===== config.mk =====
export PLATFORM = sky130hd
export DESIGN_NAME = uart_rx_core
export DESIGN_NICKNAME = d
export VERILOG_FILES = /design/src/rtl/uart_pkg.sv /design/src/rtl/uart_rx_sync.sv /design/src/rtl/uart_rx_core.sv
export SDC_FILE = /design/constraint.sdc
export NUM_CORES = 1
export LEC_CHECK = 0
export BUFFER_PORTS_ARGS = -buffer_cell sky130_fd_sc_hd__buf_2
export CAP_MARGIN = 20
export CORE_MARGIN = 2
export CORE_UTILIZATION = 45
export DETAILED_ROUTE_END_ITERATION = 6
export SYNTH_ARGS = -nofsm -noshare
export SYNTH_HDL_FRONTEND = slang
export SYNTH_SLANG_ARGS = --single-unit

===== constraint.sdc =====
create_clock -name clk_i -period 5.75 [get_ports clk_i]
set_input_delay 0 -clock clk_i [delete_from_list [all_inputs] [get_ports clk_i]]
set_output_delay 0 -clock clk_i [all_outputs]
set_load 0.05 [all_outputs]

===== src/rtl/uart_pkg.sv =====
// uart_pkg: shared types and constants for the UART receiver
package uart_pkg;
    typedef enum logic [2:0] {IDLE, START, DATA, PARITY, STOP1, STOP2, COMMIT} uart_rx_state_e;
    typedef enum logic [1:0] {BITS5, BITS6, BITS7, BITS8} uart_data_bits_e;
    localparam int UART_MIN_CLK_DIV    = 4;
    localparam int UART_MIN_CLK_DIV_MV = 6;
    function automatic logic maj3(input logic a, input logic b, input logic c);
        return (a & b) | (a & c) | (b & c);
    endfunction
endpackage


===== src/rtl/uart_rx_sync.sv =====
// uart_rx_sync: rx metastability synchronizer with falling-edge detect
//   clk_i, arst_ni : clock, async active-low reset (flops reset to idle-high)
//   rx_i           : raw asynchronous serial input
//   rx_s           : synchronized rx level
//   fall_o         : rx_s went 1 -> 0 this cycle
module uart_rx_sync #(
    parameter int SYNC_STAGES = 2
) (
    input  logic clk_i,
    input  logic arst_ni,
    input  logic rx_i,
    output logic rx_s,
    output logic fall_o
);
    logic [SYNC_STAGES-1:0] sync_q;
    logic                   prev;
    always_ff @(posedge clk_i or negedge arst_ni) begin
        if (!arst_ni) begin
            sync_q <= '1;
            prev   <= 1'b1;
        end else begin
            sync_q <= {sync_q[SYNC_STAGES-2:0], rx_i};
            prev   <= rx_s;
        end
    end
    assign rx_s   = sync_q[SYNC_STAGES-1];
    assign fall_o = prev & ~rx_s;
endmodule


===== src/rtl/uart_rx_core.sv =====
// uart_rx_core: UART receiver, 5-8 data bits, optional parity, 1/2 stop bits
//   clk_i, arst_ni    : clock, async active-low reset
//   en_i              : receiver enable (low drops any frame in flight)
//   rx_i              : serial input, idle high
//   cfg_*             : divisor, data bits, parity enable/type, two stop bits
//   data_o, valid_o, ready_i, parity_err_o, frame_err_o : character port
//   overrun_o         : pulse when a completed character is dropped
//   busy_o            : receiver not idle
// Optional: define UART_RX_MAJORITY_VOTE_EN for 2-of-3 sampling around each tick.
module uart_rx_core
    import uart_pkg::*;
#(
    parameter int CLK_DIV_W   = 16,
    parameter int SYNC_STAGES = 2
) (
    input  logic                 clk_i,
    input  logic                 arst_ni,
    input  logic                 en_i,
    input  logic                 rx_i,
    input  logic [CLK_DIV_W-1:0] cfg_clk_div_i,
    input  logic [1:0]           cfg_data_bits_i,
    input  logic                 cfg_parity_en_i,
    input  logic                 cfg_parity_type_i,
    input  logic                 cfg_stop2_i,
    output logic [7:0]           data_o,
    output logic                 valid_o,
    input  logic                 ready_i,
    output logic                 parity_err_o,
    output logic                 frame_err_o,
    output logic                 overrun_o,
    output logic                 busy_o
);
`ifdef UART_RX_MAJORITY_VOTE_EN
    localparam int MIN_DIV = UART_MIN_CLK_DIV_MV;
`else
    localparam int MIN_DIV = UART_MIN_CLK_DIV;
`endif
    localparam logic [CLK_DIV_W-1:0] MIN_DIV_V = CLK_DIV_W'(MIN_DIV);
    uart_rx_state_e        state, state_n;
    uart_data_bits_e       bits;
    logic                  rx_s, fall, sampling, tick, act, smp;
    logic                  par_en, par_odd, stop2, par_acc, perr, ferr;
    logic [CLK_DIV_W-1:0]  div_in, div, cnt, reload;
    logic [2:0]            idx, last;
    logic [7:0]            shreg;
    uart_rx_sync #(.SYNC_STAGES(SYNC_STAGES)) u_sync (
        .clk_i  (clk_i),
        .arst_ni(arst_ni),
        .rx_i   (rx_i),
        .rx_s   (rx_s),
        .fall_o (fall)
    );
    assign div_in   = (cfg_clk_div_i < MIN_DIV_V) ? MIN_DIV_V : cfg_clk_div_i;
    assign sampling = (state != IDLE) && (state != COMMIT);
    assign last     = 3'(bits) + 3'd4;
    assign busy_o   = state != IDLE;
`ifdef UART_RX_MAJORITY_VOTE_EN
    logic rx_d1, rx_d2, tick_q;
    always_ff @(posedge clk_i or negedge arst_ni) begin
        if (!arst_ni) begin
            rx_d1  <= 1'b1;
            rx_d2  <= 1'b1;
            tick_q <= 1'b0;
        end else begin
            rx_d1  <= rx_s;
            rx_d2  <= rx_d1;
            tick_q <= tick && en_i;
        end
    end
    // Acting one cycle after the tick costs a cycle, so reload one less to keep the bit period.
    assign tick   = sampling && (cnt == '0) && !tick_q;
    assign act    = tick_q;
    assign smp    = maj3(rx_d2, rx_d1, rx_s);
    assign reload = div - CLK_DIV_W'(2);
`else
    assign tick   = sampling && (cnt == '0);
    assign act    = tick;
    assign smp    = rx_s;
    assign reload = div - CLK_DIV_W'(1);
`endif
    always_ff @(posedge clk_i or negedge arst_ni) begin
        if (!arst_ni) state <= IDLE;
        else          state <= state_n;
    end
    always_comb begin
        state_n = state;
        unique case (state)
            IDLE:    if (fall && en_i) state_n = START;
            START:   if (act) state_n = smp ? IDLE : DATA;
            DATA:    if (act && idx == last) state_n = par_en ? PARITY : STOP1;
            PARITY:  if (act) state_n = STOP1;
            STOP1:   if (act) state_n = stop2 ? STOP2 : COMMIT;
            STOP2:   if (act) state_n = COMMIT;
            COMMIT:  state_n = IDLE;
            default: state_n = IDLE;
        endcase
        if (!en_i) state_n = IDLE;
    end
    always_ff @(posedge clk_i or negedge arst_ni) begin
        if (!arst_ni) begin
            cnt          <= '0;
            div          <= '0;
            idx          <= '0;
            shreg        <= '0;
            par_acc      <= 1'b0;
            perr         <= 1'b0;
            ferr         <= 1'b0;
            bits         <= BITS8;
            par_en       <= 1'b0;
            par_odd      <= 1'b0;
            stop2        <= 1'b0;
            data_o       <= '0;
            valid_o      <= 1'b0;
            parity_err_o <= 1'b0;
            frame_err_o  <= 1'b0;
            overrun_o    <= 1'b0;
        end else begin
            overrun_o <= 1'b0;
            if (cnt != '0) cnt <= cnt - 1'b1;
            if (state == IDLE && state_n == START) begin
                cnt     <= div_in >> 1;
                div     <= div_in;
                bits    <= uart_data_bits_e'(cfg_data_bits_i);
                par_en  <= cfg_parity_en_i;
                par_odd <= cfg_parity_type_i;
                stop2   <= cfg_stop2_i;
                idx     <= '0;
                shreg   <= '0;
                par_acc <= 1'b0;
                perr    <= 1'b0;
                ferr    <= 1'b0;
            end else if (act) begin
                cnt <= reload;
                unique case (state)
                    DATA: begin
                        shreg[idx] <= smp;
                        par_acc    <= par_acc ^ smp;
                        idx        <= idx + 1'b1;
                    end
                    PARITY:  perr <= smp ^ par_acc ^ par_odd;
                    STOP1:   ferr <= !smp;
                    STOP2:   ferr <= ferr | !smp;
                    default: ;
                endcase
            end
            if (state == COMMIT && valid_o && !ready_i) begin
                overrun_o <= 1'b1;
            end else if (state == COMMIT) begin
                data_o       <= shreg;
                parity_err_o <= perr;
                frame_err_o  <= ferr;
                valid_o      <= 1'b1;
            end else if (valid_o && ready_i) begin
                valid_o <= 1'b0;
            end
        end
    end
endmodule


==> summary.md <==
| Metric | Value |
|---|---|
| Status | finished clean |
| Finished Core Util | 0.540 |
| Layout cell share with drive strength beyond 1 | 0.209 |
| Worst-case clock buffer depth | 2 |
| Setup Fix Bufs, Post-CTS | 0 |
| Cells after synthesis | roughly 390 |
| Initial Utilization | 0.458 |
| Iteration count of the initial detailed-routing pass | 4 |
| Number of placed I/O pins | 39 |
| Worst path arrival time | ~3.6 ns |
| Row cnt | 33 |
| Minimum clock period after layout | 3.35 ns |
| Fin. Hold Viols | 0 |
| Final Worst Setup Slack | around 2.4 ns |
| Synth Area per Inst | roughly 9.6 um^2 |
| Core area | 8090 um^2 |
| Clock Skews | 0.00904 ns |
| F_max | 299 MHz |
| Via density | 5.47 |
| Worst slew pin tran | approximately 0.90 ns |
| Gpl congestion | between 0.8 and 0.9 |
| WS Path Type | reg -> reg |
| Top FF cell, synth | dfrtp_1 |
| Final nets | between 400 and 500 |
| Post-cts resize count | 0 |
| Vias in the first global route | 3,055 |
| GRT Util Overall | 0.213 |
| Sink Count | around 70 |
| Post-synth ARST share | 1.00 |
| Die X | around 95 um |
| Drt drc | 0 |
| Finish-stage setup viols | 0 |
| Slew margin rel. | 0.400 |
| Max VDD drop | about 0.13 mV |
| First-pass GRT wire length | 14,800 um |
| Die area | between 8000 and 9000 um^2 |
| Pin count of the biggest net entering global routing | 70 |
| Final Cycle Share | 0.582 |
| Root Buffer | clkbuf_8 |
| Worst Setup SP | state[1] |
| P&R area growth vs syn | 17.9% |
| Dpl ws | between 2 and 2.5 ns |
| Clock transition at the registers of the reported paths | around 0.080 ns |
| PwrDens | just over 300 nW/um^2 |
| Max Cap Violations | 0 |
| Number of CTS-inserted buffers | 9 |
| Synth Cell Area | 3700 um^2 |
| Die H | 94.7 um |
| Port buffer count | 38 |
| Finished Cell Area | 4370 um^2 |
| Max Fanout on Critical Path | 18 |
| Path type of the worst min-delay path | in -> reg |
| Max Slew Vio Count | 0 |
| Via count | just over 3k |
| H-tree levels | 3 |
| Routed WL | about 8700 um |
| Clock latency reported for the late side of the worst-skew pair | about 0.35 ns |
| EDFF count, synth | 0 |
| Placed instance area | approximately 3900 um^2 |
| Post-route ant nets | 0 |
| Initial DRC Count | between 150 and 200 |
| RSZ-0062 raised after global routing | no |
| Sequential area share after synthesis | 0.468 |
| Worst min-delay path startpoint | rx_i |
| Post-DP HPWL | 6010 um |
| CP Capture Type | flip-flop |
| Initial antenna violation count | 0 |
| YS warnings | 0 |
| Yosys reg bits | 69 |
| Critical Path RT | roughly 6 ns |
| Lkg Pwr | 1.97 nW |
| Syn_nets | approximately 410 |
| Hold buffers post-CTS | 25 |
| Routed WL per cell | about 16 um |
| Startpoint types | flip-flop |
| GRT overflow | 0 |
| CTS tree | yes |
| FF-to-FF Start | state[1] |
| Number of antenna diodes | 0 |
| Setup TNS | 0 ns |
| Count of different cell masters after synthesis | between 60 and 70 |
[Yosys cell counts, types with 4 or more instances]
library cell  instances  share of area
dfrtp_1              64           0.43
mux2_2               11          0.033
o21ai_1               5         0.0068
nand3_1               7         0.0095
or3_1                 5         0.0084
a31oi_1               4         0.0068
o21ai_0              18          0.024
nor3_1               12          0.016
mux2i_1              12          0.032
nor4_1                5         0.0084
nand2_1              75          0.076
xor2_1                6          0.014
nor2_1               37          0.037
nor2b_1               4         0.0068
a21oi_1              23          0.031
nand2b_1              5         0.0084
buf_2                 9          0.012
xnor2_1               7          0.017
dfstp_2               5          0.035
[where the power goes]
| part | switching (mW) | internal (mW) | total (mW) | leakage, nW |
|---|---|---|---|---|
| Sequential | 0.119 | 0.559 | 0.679 | 0.889 |
| Clock | 0.207 | 0.163 | 0.370 | 0.0921 |
| Combinational | 0.156 | 0.131 | 0.287 | 0.992 |
| Total | 0.482 | 0.853 | 1.34 | 1.97 |
[layer usage]
layer,wire length [um],global-route usage,vias up,part of all wire
met4,184,0.0930,0,0.021
li1,-,-,1487,-
met1,3830,0.265,1465,0.44
met2,4340,0.358,68,0.50
met3,384,0.0447,13,0.044
met5,0,0,-,0
[final timing paths]
kind,endpoint,slack (ns),cells after the start
setup reg to reg,cnt[8],2.40,10
hold reg to reg,u_sync.sync_q[1],0.36,0
hold / removal,u_sync.sync_q[0],0.29,2
min in group asynchronous,div[5],0.38,3
setup / recovery,cnt[8],2.40,10
max in group asynchronous,div[12],4.80,3
[worst max-delay path: stages (launching register included)]
cell,delay [ns]
dfrtp_1,0.48
xor2_1,0.22
o211ai_2,0.42
nor2_4,0.18
a21oi_1,0.24
ha_1,0.23
nor4b_1,0.60
nand2_1,0.18
mux2_2,0.31
a221oi_1,0.25
o21ai_0,0.11
[registers in the layout (all words and copies together) (netlist names), 2 cells and up]
signal,count
idx,3
state,3
shreg,8
div,16
u_sync.sync_q,2
data_o,8
cnt,16
bits,2
[layout by cell type (no fill, tap or decap), types with 3 or more instances in the layout]
master / Yosys / layout
nand2_1: 75 / 75
dfrtp_1: 64 / 64
buf_2: 9 / 38
nor2_1: 37 / 37
dlygate4sd3_1: 0 / 25
a21oi_1: 23 / 23
o21ai_0: 18 / 18
mux2i_1: 12 / 12
nor3_1: 12 / 11
mux2_2: 11 / 11
clkbuf_8: 1 / 9
xnor2_1: 7 / 7
nand3_1: 7 / 7
xor2_1: 6 / 6
nand2b_1: 5 / 5
or3_1: 5 / 5
nor4_1: 5 / 5
o21ai_1: 5 / 5
dfstp_2: 5 / 5
nor3_2: 3 / 4
nor2b_1: 4 / 4
a31oi_1: 4 / 4
nor4_4: 3 / 3
inv_1: 3 / 3
o211ai_1: 3 / 3
a211oi_1: 3 / 3
nand4b_1: 3 / 3
buf_4: 2 / 3
[layout make-up]
cell class              instances  area [um^2]
multi-input cells             295         1850
inverters                       3         11.3
well taps                     105          131
fillers                       767         3720
clock inverters                 7         58.8
flip-flops and latches         69         1730
repair buffers                 66          463
clock buffers                   9          124
[cell families (layout without fill, tap and decap cells)]
logic type | after synthesis | in the layout | synth area share
and+or+nand+nor | 180 | 180 | 0.260
DFF | 69 | 69 | 0.468
buffers and inverters | 22 | 85 | 0.0351
adders and majority gates | 2 | 2 | 0.00675
AOI/OAI and AO/OA | 77 | 77 | 0.134
muxes | 23 | 23 | 0.0659
xor gates and xnor gates | 13 | 13 | 0.0307
[stage by stage]
step / power, mW / std cells / hold WS (ns)
floorplan: 0.868 / 386 / -0.296
global placement: 0.953 / 513 / 0.106
detailed placement: 0.958 / 513 / 0.107
CTS: 1.35 / 554 / 0.263
global route: 1.42 / 554 / 0.276
finish: 1.34 / 554 / 0.288
Power figures use the tool's default switching activity.
